<file path="src/rtl/rv_mem_pkg.sv">
// rv_mem_pkg: shared types and constants for the unified memory port arbiter.
package rv_mem_pkg;

    typedef enum logic [1:0] {IDLE, ADDR, RESP, DONE} state_e;
    typedef enum logic {OWN_I, OWN_D} owner_e;

    localparam logic [3:0] BE_FULL = 4'hF;

endpackage

</file>
<file path="src/rtl/mem_arb_timer.sv">
// mem_arb_timer: watchdog counter; expired is high in the TIMEOUT-th enabled cycle after a clear.
module mem_arb_timer #(
    parameter int TIMEOUT = 16
) (
    input  logic clk,
    input  logic n_rst,
    input  logic clr,
    input  logic en,
    output logic expired
);

    localparam int CW = (TIMEOUT > 2) ? $clog2(TIMEOUT) : 1;

    logic [CW-1:0] cnt_q, cnt_d;

    assign cnt_d   = clr ? '0 : en ? cnt_q + 1'b1 : cnt_q;
    assign expired = en && (cnt_q == CW'(TIMEOUT - 1));

    always_ff @(posedge clk or negedge n_rst)
        if (!n_rst) cnt_q <= '0;
        else        cnt_q <= cnt_d;

endmodule

</file>
<file path="src/rtl/mem_port_arbiter.sv">
// mem_port_arbiter: shares one single-port memory bus between fetch (I) and load/store (D),
// one transaction at a time, D first, with a watchdog that forces completion and flags bus_err.
module mem_port_arbiter
    import rv_mem_pkg::*;
#(
    parameter int AW      = 32,
    parameter int DW      = 32,
    parameter int TIMEOUT = 16
) (
    input  logic          clk,
    input  logic          n_rst,
    input  logic          i_req,
    input  logic [AW-1:0] i_addr,
    output logic [DW-1:0] i_rdata,
    output logic          i_ready,
    input  logic          d_req,
    input  logic          d_we,
    input  logic [3:0]    d_be,
    input  logic [AW-1:0] d_addr,
    input  logic [DW-1:0] d_wdata,
    output logic [DW-1:0] d_rdata,
    output logic          d_ready,
    output logic          bus_req,
    output logic          bus_we,
    output logic [3:0]    bus_be,
    output logic [AW-1:0] bus_addr,
    output logic [DW-1:0] bus_wdata,
    input  logic          bus_gnt,
    input  logic          bus_rvalid,
    input  logic [DW-1:0] bus_rdata,
    output logic          bus_err
);

    state_e        state_q;
    owner_e        owner_q;
    logic          we_q, bus_req_q, i_ready_q, d_ready_q, err_q;
    logic [3:0]    be_q;
    logic [AW-1:0] addr_q;
    logic [DW-1:0] wdata_q, i_rdata_q, d_rdata_q;
    logic          expired, fin_ok, tout, fin;
    logic [DW-1:0] fin_data;

    mem_arb_timer #(.TIMEOUT(TIMEOUT)) u_timer (
        .clk     (clk),
        .n_rst   (n_rst),
        .clr     (state_q == IDLE),
        .en      (state_q == ADDR || state_q == RESP),
        .expired (expired)
    );

    // A response arriving in the watchdog's last cycle still wins over the timeout.
    assign fin_ok   = (state_q == RESP) && bus_rvalid;
    assign tout     = expired && !fin_ok;
    assign fin      = fin_ok || tout;
    assign fin_data = (fin_ok && !we_q) ? bus_rdata : '0;

    always_ff @(posedge clk or negedge n_rst) begin
        if (!n_rst) begin
            state_q   <= IDLE;
            owner_q   <= OWN_I;
            we_q      <= 1'b0;
            be_q      <= '0;
            addr_q    <= '0;
            wdata_q   <= '0;
            bus_req_q <= 1'b0;
            i_rdata_q <= '0;
            d_rdata_q <= '0;
            i_ready_q <= 1'b0;
            d_ready_q <= 1'b0;
            err_q     <= 1'b0;
        end else begin
            i_ready_q <= 1'b0;
            d_ready_q <= 1'b0;
            case (state_q)
                IDLE: begin
                    if (d_req) begin
                        owner_q   <= OWN_D;
                        we_q      <= d_we;
                        be_q      <= d_be;
                        addr_q    <= d_addr;
                        wdata_q   <= d_wdata;
                        bus_req_q <= 1'b1;
                        state_q   <= ADDR;
                    end else if (i_req) begin
                        owner_q   <= OWN_I;
                        we_q      <= 1'b0;
                        be_q      <= BE_FULL;
                        addr_q    <= i_addr;
                        wdata_q   <= '0;
                        bus_req_q <= 1'b1;
                        state_q   <= ADDR;
                    end
                end
                ADDR: begin
                    if (bus_gnt) begin
                        bus_req_q <= 1'b0;
                        state_q   <= RESP;
                    end
                end
                RESP:    ;
                default: state_q <= IDLE;
            endcase
            // Completion (normal or forced) overrides the per-state transitions above.
            if (fin) begin
                state_q   <= DONE;
                bus_req_q <= 1'b0;
                if (owner_q == OWN_D) begin
                    d_rdata_q <= fin_data;
                    d_ready_q <= 1'b1;
                end else begin
                    i_rdata_q <= fin_data;
                    i_ready_q <= 1'b1;
                end
                if (tout) err_q <= 1'b1;
            end
        end
    end

    assign bus_req   = bus_req_q;
    assign bus_we    = we_q;
    assign bus_be    = be_q;
    assign bus_addr  = addr_q;
    assign bus_wdata = wdata_q;
    assign i_rdata   = i_rdata_q;
    assign i_ready   = i_ready_q;
    assign d_rdata   = d_rdata_q;
    assign d_ready   = d_ready_q;
    assign bus_err   = err_q;

endmodule

</file>
<file path="config.mk">
export PLATFORM = sky130hd
export DESIGN_NAME = mem_port_arbiter
export DESIGN_NICKNAME = d
export VERILOG_FILES = /design/src/rtl/rv_mem_pkg.sv /design/src/rtl/mem_arb_timer.sv /design/src/rtl/mem_port_arbiter.sv
export SDC_FILE = /design/constraint.sdc
export NUM_CORES = 1
export LEC_CHECK = 0
export ABC_AREA = 1
export BUFFER_PORTS_ARGS = -buffer_cell sky130_fd_sc_hd__buf_4
export CORE_UTILIZATION = 45
export CTS_CLUSTER_SIZE = 40
export DETAILED_ROUTE_END_ITERATION = 7
export PLACE_DENSITY = 0.78
export SLEW_MARGIN = 20
export SYNTH_ARGS = -nofsm -noshare
export SYNTH_HDL_FRONTEND = slang
export SYNTH_SLANG_ARGS = --single-unit
</file>
<file path="constraint.sdc">
create_clock -name clk -period 2 [get_ports clk]
set_input_delay 0.4 -clock clk [delete_from_list [all_inputs] [get_ports clk]]
set_output_delay 0.4 -clock clk [all_outputs]
set_load 0.05 [all_outputs]
</file>
* Word level (Yosys, flattened, before mapping)
Index checks and enable logic that the tools add are counted.
** Word-level totals
- Output and inout port bits :: 137
- Bits in registers :: 144
- Bits in latches :: 0
- Logic and storage cells :: 65
- Bits of input ports :: 139
- Bits in writable memories :: 0
- Bits in read-only memories :: 0
- Memories :: 0
** Cells by class
- Multipliers :: 0
- Reductions and logical operators :: 18
- Div/mod/pow operators :: 0
- Mux-type cells :: 26
- Equality and inequality tests :: 6
- Shift operators :: 0
- Bitwise logic cells :: 1
- $add $sub $neg :: 1
- $lt $le $gt $ge :: 0
** Operator list (count)
- $mux W32 :: 5
- $mux W4 :: 4
- $mux W1 :: 11
- $mux W2 :: 4
- $reduce_and A2 Y1 :: 4
- $pmux W2 S3 :: 1
- $reduce_and A3 Y1 :: 2
- $add A4 B1 Y4 const B :: 1
- $eq A4 B4 Y1 const B :: 1
- $logic_and A1 B1 Y1 :: 4
- $ne A4 B4 Y1 const B :: 1
- $reduce_bool A2 Y1 :: 2
- $ne A3 B3 Y1 const B :: 1
- $reduce_bool A3 Y1 :: 1
- $eq A2 B1 Y1 const B :: 1
- $eq A2 B2 Y1 const B :: 1
- $logic_not A1 Y1 :: 2
- $logic_not A2 Y1 :: 1
- $logic_or A1 B1 Y1 :: 2
- $ne A2 B2 Y1 const B :: 1
- $pmux W1 S2 :: 1
- $not A1 Y1 :: 1

* Logic depth before layout (Yosys ltp)
Gate-level depths: netlist (run 1).
- Depth after elaboration :: 7
- Gate-level depth with buffers :: 8
- Mapped depth without buffers :: 8

* Hierarchy
Synthesis (run 1) repeated with hierarchy kept, for this count alone.
** Unflattened totals
- Cells, all modules :: 767
- Area total of the unflattened synthesis :: 6283.5 um^2
** Modules (own cells, without submodules)
- mem_port_arbiter :: times used 1, sequential area each 3503.4 um^2, cells each 743, area an instance 6075.8 um^2
- mem_arb_timer :: times used 1, sequential area each 100.1 um^2, cells each 24, area an instance 207.7 um^2

* Worst setup path after synthesis (run 1)
OpenSTA, ideal clock, no wires.
- Path type :: register to register
- Start :: register state_q[0]
- End :: register d_rdata_q[10] (netlist: d_rdata[10])
- Data arrival time :: 1.367 ns
- Cell stages (with the launch flop) :: 9
- Path buffers :: 1
- Library setup time :: 0.119 ns
- Data required time :: 1.881 ns
- Setup slack :: 0.514 ns
- Period minus slack after synthesis :: 1.486 ns
- Cells stage by stage :: dfrtp_1 inv_1 ha_1 nand2_1 o21ai_2 nand2_1 buf_6 nand2_1 nand2_1
** On the way
- Longest elaborated chain between the ends :: 6
- Elaborated cells on any way between the ends :: 11
- Those cells by class :: eq/ne: 2; mux: 1; reduce/logical: 8
** Ends and longest elaborated chain
- start, declared :: RTL line mem_port_arbiter.sv:34 : state_e state_q;
- start signal, assigned :: RTL line mem_port_arbiter.sv:59 : state_q <= IDLE;
- start signal, assigned :: RTL line mem_port_arbiter.sv:83 : state_q <= ADDR;
- start signal, assigned :: RTL line mem_port_arbiter.sv:91 : state_q <= ADDR;
- $eq A2 B1 Y1 or $eq A2 B2 Y1 (tied branches) :: RTL line mem_port_arbiter.sv:47, mem_port_arbiter.sv:52
- $logic_or A1 B1 Y1 or $logic_and A1 B1 Y1 (tied branches) :: RTL line mem_port_arbiter.sv:47, mem_port_arbiter.sv:52
- $logic_and A1 B1 Y1 or $logic_not A1 Y1 (tied branches) :: RTL line mem_arb_timer.sv:17, mem_port_arbiter.sv:53
- $logic_and A1 B1 Y1 :: RTL line mem_port_arbiter.sv:53 : assign tout = expired && !fin_ok;
- $logic_or A1 B1 Y1 :: RTL line mem_port_arbiter.sv:54 : assign fin = fin_ok || tout;
- $reduce_and A2 Y1 (no line)
- end signal, assigned :: RTL line mem_port_arbiter.sv:108 : d_rdata_q <= fin_data;
- end, declared :: RTL line mem_port_arbiter.sv:39 : logic [DW-1:0] wdata_q, i_rdata_q, d_rdata_q;
Several ways; a longest one is shown, not always the timed one.
A chain may end at the register's enable or synchronous reset.

* Worst setup path in the final report (run 1)
- Start :: register state_q[0]
- End :: register i_rdata_q[14] (netlist: i_rdata[14])
** On the way
- Longest elaborated chain between the ends :: 6
- Elaborated cells on any way between the ends :: 11
- Those cells by class :: eq/ne: 2; mux: 1; reduce/logical: 8
** Ends and longest elaborated chain
- $eq A2 B1 Y1 or $eq A2 B2 Y1 (tied branches) :: RTL line mem_port_arbiter.sv:47, mem_port_arbiter.sv:52
- $logic_or A1 B1 Y1 or $logic_and A1 B1 Y1 (tied branches) :: RTL line mem_port_arbiter.sv:47, mem_port_arbiter.sv:52
- $logic_and A1 B1 Y1 or $logic_not A1 Y1 (tied branches) :: RTL line mem_arb_timer.sv:17, mem_port_arbiter.sv:53
- $logic_and A1 B1 Y1 :: RTL line mem_port_arbiter.sv:53
- $logic_or A1 B1 Y1 :: RTL line mem_port_arbiter.sv:54
- $reduce_and A2 Y1 (no line)
- end signal, assigned :: RTL line mem_port_arbiter.sv:111 : i_rdata_q <= fin_data;
- end, declared :: RTL line mem_port_arbiter.sv:39
Several ways; a longest one is shown, not always the timed one.

==> impl_metrics.ini, run 1 <==
[yosys]
synthDistinctLibCells = 27
synth-xor-area-share_pct = 0
avgSynthCellArea_um2 = 9.02
syn_inst = 706
muxShareOfSynthArea_pct = 0
yosys-top-cells-area = dfrtp_1, nand2_1, nand3_1
synth_top_area_cell = dfrtp_1
synth-simple-area-share_pct = 20.8
synth_nets = 851
netlist_area_um2 = 6370
ys_seq_area_share_pct = 56.6
synth_compound_gate_area_share_pct = 10.9
synth-seq-cells = 144
synth_top_family_by_area = simple AND/OR/NAND/NOR gates
synth-adder-area-share_pct = 1.18
synth_top_cell_area_share_pct = 56.6
yosysWarningCount = 0

[place]
place_ws_ps = 236
gp_congestion = 0.816
post-dp-hpwl_um = 12900
dpl.cell_count = 1132
portBuffers = 275

[worst_setup_path]
crit_required_ps = 2350
critPathMaxFanout = 44
crit_path_end_kind = flop
critPathLaunchType = flop
crit_type = flop to flop
timing.critical_path.arrival_ps = 2150

[layout]
multi_input_area_um2 = 2110
ff_latch_area_um2 = 3600
final_cell_mix = buf_4, nand2_1, dfrtp_1
antenna_cells = 0
nNetsFinal = 1117
instances_no_fill = 1163
filler_cell_count = 1131
syn_to_final_growth_pct = 42.3
layout_commonest_cell = buf_4
drive_above_1_share_pct = 33.1
final_core_util_pct = 65.5

[clocking]
path_clk_slew_ps = 60
clk_path_buf_depth = 2
postCtsSetupRepairBufs = 0
cts_tree = done
insertion_delay_ps = 410
htreeDepth = 4
root_buffer = clkbuf_16
cts_resized = 0
cts_buffers = 17
clock-sinks = 144

[timing]
final.setup.tns_ps = 0
worstMarginPinSlew_ps = 571
post-route-min-period_ps = 1800
final-setup-viol-count = 0
slew_violations = 0
rsz0062_at_grt = no
fmax_mhz = 557
clock-skew-final_ps = 7.34
setup_ws_ps = 205
period_share_pct = 89.8
slew_headroom_pct = 61.9
hold_viol = 0

[drt]
antenna_left = 0
wirelength_um = 18000
drtPass1Iterations = 4
drt-vias-per-instance = 4.86
drc = 0
drt_iter0_markers = 421
via_count = 5654
detail_route.wl_per_cell_um = 15.5

[global_routing]
grt_pass1_wl_um = 28500
antenna_found_initial = 0
grt_max_degree = 97
grt_pass1_vias = 5552
grt.total_usage_pct = 25.8
grt.overflow.total = 0

[die]
core_um2 = 13800
io-pin-count = 276
fp-row-count = 43
chipHeight_um = 121
die_width_um = 121
start_util_pct = 46.1
die-area_um2 = 14600

[pwr]
leakagePower_nw = 5.18
ir_drop_uv = 1190
p_per_area_nw_per_um2 = 1660

[flow_run]
drv_cap = 0

[run_status]
status = completed

[worst_hold_path]
min_path_type = primary input to flop
[synthesized netlist by cell type (all sizes together)]
library cell / n
nand3: 70
a31oi: 1
a21oi: 4
o22a: 4
inv: 80
clkbuf: 9
o21ai: 68
nand2: 210
a21o: 1
nand4: 3
nor2: 40
ha: 6
a22o: 32
dfrtp: 144
buf: 34
[routing by layer]
layer / vias to the layer above / track usage (%) / part of all wire, %
met3: 32 / 10.2 / 8.9
met4: 0 / 10.6 / 2.7
met1: 2625 / 30.8 / 40
met2: 219 / 41.3 / 49
li1: 2778 / - / -
met5: - / 0 / 0
[sequential cells by signal (all words and copies together) (netlist names)]
name and flops:
bus_addr 32, bus_be 4, bus_err 1, bus_req 1, bus_wdata 32, bus_we 1
d_rdata 32, d_ready 1, i_rdata 32, i_ready 1, owner_q 1, state_q 2
u_timer.cnt_q 4
[cells by family after synthesis]
kind of cell	count (synthesis)
AO/OA/AOI/OAI	110
AND/OR/NAND/NOR	323
flip-flops	144
buffers and inverters	123
adder cells (fa/ha/maj)	6
[final cells by class]
type	instances	area share (%)
clock buffer	20	4.93
clock inverter	10	1.52
inverter	80	3.31
multi-input combinational	439	23.3
sequential	144	39.8
tap	180	2.49
timing repair buffer	290	24.6
[worst max-delay path: stages, from the launching register on]
cell and delay, ps:
dfrtp_1 400, inv_1 100, ha_1 300, nand2_1 100
o21ai_4 170, buf_4 410, nand3_1 140, nand2_1 110
[power by group]
part           leakage (nW)  switching [mW]  internal, mW
logic                  3.02            5.21          2.15
registers              1.88           0.667          3.90
clock network         0.282            1.17          1.98
[what timing repair did]
action	CTS	global route
endpoints found under the setup margin	0	0
hold endpoints to repair	15	0
hold buffers	1	0
[worst paths after layout]
| check | from | end | slack, ps | cells after the start |
|---|---|---|---|---|
| worst min register to register | bus_err | bus_err | 450 | 1 |
| worst min-delay path | d_wdata[19] | bus_wdata[19] | 210 | 2 |
| min in group asynchronous | n_rst | d_rdata[2] | 390 | 2 |
| worst max register to register | state_q[0] | i_rdata[14] | 200 | 7 |
| max in group asynchronous | n_rst | i_rdata[6] | 1040 | 3 |
| worst max-delay path | state_q[0] | i_rdata[14] | 200 | 7 |
[stage by stage]
step	hold slack (ps)	area, um^2	power (mW)
2_1_floorplan	104	6370	9.63
3_3_place_gp	256	8470	11.8
3_5_place_dp	253	8470	12.0
4_1_cts	186	9060	15.2
5_1_grt	186	9060	15.8
6_report	205	9060	15.1
No activity file was read; power rests on OpenSTA's default activity.
==> inputs of run 2 (changes only) <==
- CORE_UTILIZATION: 45 -> 35
- PLACE_DENSITY: 0.78 -> 0.64
==> impl_metrics.ini, run 2 (synthesized netlist as in run 1, its figures left out) <==
[clocking]
cts_resized = 0
cts_buffers = 17
cts_tree = done
root_buffer = clkbuf_16
clk_path_buf_depth = 2
postCtsSetupRepairBufs = 0
htreeDepth = 4
clock-sinks = 144
insertion_delay_ps = 420
path_clk_slew_ps = 60

[flow_run]
drv_cap = 0

[timing]
period_share_pct = 85.0
slew_violations = 0
hold_viol = 0
worstMarginPinSlew_ps = 411
rsz0062_at_grt = no
post-route-min-period_ps = 1700
final-setup-viol-count = 0
clock-skew-final_ps = 9.98
fmax_mhz = 588
slew_headroom_pct = 72.6
final.setup.tns_ps = 0

[pwr]
switching_power_mw = 7.10
p_total_mw = 14.9
ir_drop_uv = 969
p_per_area_nw_per_um2 = 1630
internal_power_mw = 7.78
comb_power_share_pct = 49.8
leakagePower_nw = 5.17
power_frac_clock_pct = 19.7
sw_frac_of_total_pct = 47.7
p_seq_share_pct = 30.4

[worst_setup_path]
crit_required_ps = 2300
crit_type = flop to flop
crit_path_end_kind = flop
timing.critical_path.arrival_ps = 2000
critPathMaxFanout = 33
startpoint = state_q[0]
critPathLaunchType = flop
r2r-start = state_q[0]

[die]
die_width_um = 137
core_um2 = 17500
start_util_pct = 36.3
fp-row-count = 48
chipHeight_um = 137
die-area_um2 = 18700
io-pin-count = 276

[run_status]
status = completed

[place]
place_area_um2 = 8550
portBuffers = 275
post-dp-hpwl_um = 13600
gp_congestion = 0.808

[drt]
detail_route.wl_per_cell_um = 15.5
wirelength_um = 18800
drc = 0
via_count = 5567
drt_iter0_markers = 188
drtPass1Iterations = 5
drt-vias-per-instance = 4.59
antenna_left = 0

[layout]
final_cell_mix = buf_4, nand2_1, dfrtp_1
layout_commonest_cell = buf_4
nNetsFinal = 1119
final_cell_area_um2 = 9110
final_core_util_pct = 51.9
drive_above_1_share_pct = 33.5
syn_to_final_growth_pct = 43.0
filler_cell_count = 1710

[global_routing]
grt_pass1_vias = 5486
grt_max_degree = 97
grt.total_usage_pct = 20.7
antenna_found_initial = 1
grt_pass1_wl_um = 29000
grt.overflow.total = 0

[worst_hold_path]
min_path_type = primary input to flop
hold_path_startpoint = d_wdata[18]
[run 2: cell count changes in the layout (fill, tap and decap cells not counted), moves of 2 or more]
| cell | previous run | this run |
|---|---|---|
| bufinv_16 | 3 | 1 |
| clkbuf_1 | 2 | 0 |
| clkinv_2 | 3 | 5 |
| clkinvlp_4 | 2 | 5 |
[run 2: worst paths after layout]
kind / endpoint / slack [ps] / cells after the start
max in group asynchronous: d_rdata[18] / 890 / 3
worst max-delay path: i_rdata[20] / 300 / 8
worst max register to register: i_rdata[20] / 300 / 8
worst min-delay path: bus_wdata[18] / 210 / 2
min in group asynchronous: d_rdata[5] / 460 / 2
worst min register to register: bus_err / 460 / 1
[run 2: critical path, stage by stage, from the launching register on]
cell and delay (ps):
dfrtp_1 400, inv_1 100, ha_1 300, nand2_1 90
o21ai_4 210, nand2_1 70, buf_4 260, nand2_1 110
nand2_1 50
[run 2: stage by stage]
step / instances / setup slack (ps) / hold WS, ps
2_1_floorplan: 706 / 514 / 104
3_3_place_gp: 1179 / 350 / 340
3_5_place_dp: 1179 / 308 / 348
4_1_cts: 1211 / 293 / 182
5_1_grt: 1212 / 176 / 183
6_report: 1212 / 299 / 206
[run 2: layer usage]
| metal | wire length (um) | vias to the layer above | share of wire (%) | track usage, % |
|---|---|---|---|---|
| met5 | 0 | - | 0 | 0 |
| met4 | 354 | 0 | 1.9 | 7.20 |
| met3 | 1690 | 19 | 9.0 | 8.15 |
| met2 | 8820 | 204 | 47 | 33.2 |
| met1 | 7960 | 2553 | 42 | 25.1 |
| li1 | - | 2791 | - | - |
[run 2: layout make-up]
class / count / area, um^2 / area share (%)
clock buffer: 17 / 425 / 4.67
tap: 225 / 282 / 3.09
sequential: 144 / 3600 / 39.6
clock inverter: 14 / 119 / 1.31
antenna: 1 / 2.50 / 0.0275
inverter: 80 / 300 / 3.30
timing repair buffer: 292 / 2260 / 24.8
multi-input combinational: 439 / 2110 / 23.2
[run 2: repair_timing]
action                                  CTS  global route
endpoints found under the setup margin    0             0
hold buffers                              1             0
endpoints found under the hold margin    35             0
[run 2: power groups by stage]
| stage | combinational, mW | sequential, mW | clock, mW |
|---|---|---|---|
| after CTS | 7.49 | 4.53 | 3.04 |
| after global placement | 7.43 | 4.54 | 0 |
| after global routing | 7.89 | 4.64 | 3.15 |
| after detailed placement | 7.51 | 4.53 | 0 |
| after floorplan | 2.00 | 7.63 | 0 |
| final | 7.41 | 4.53 | 2.94 |
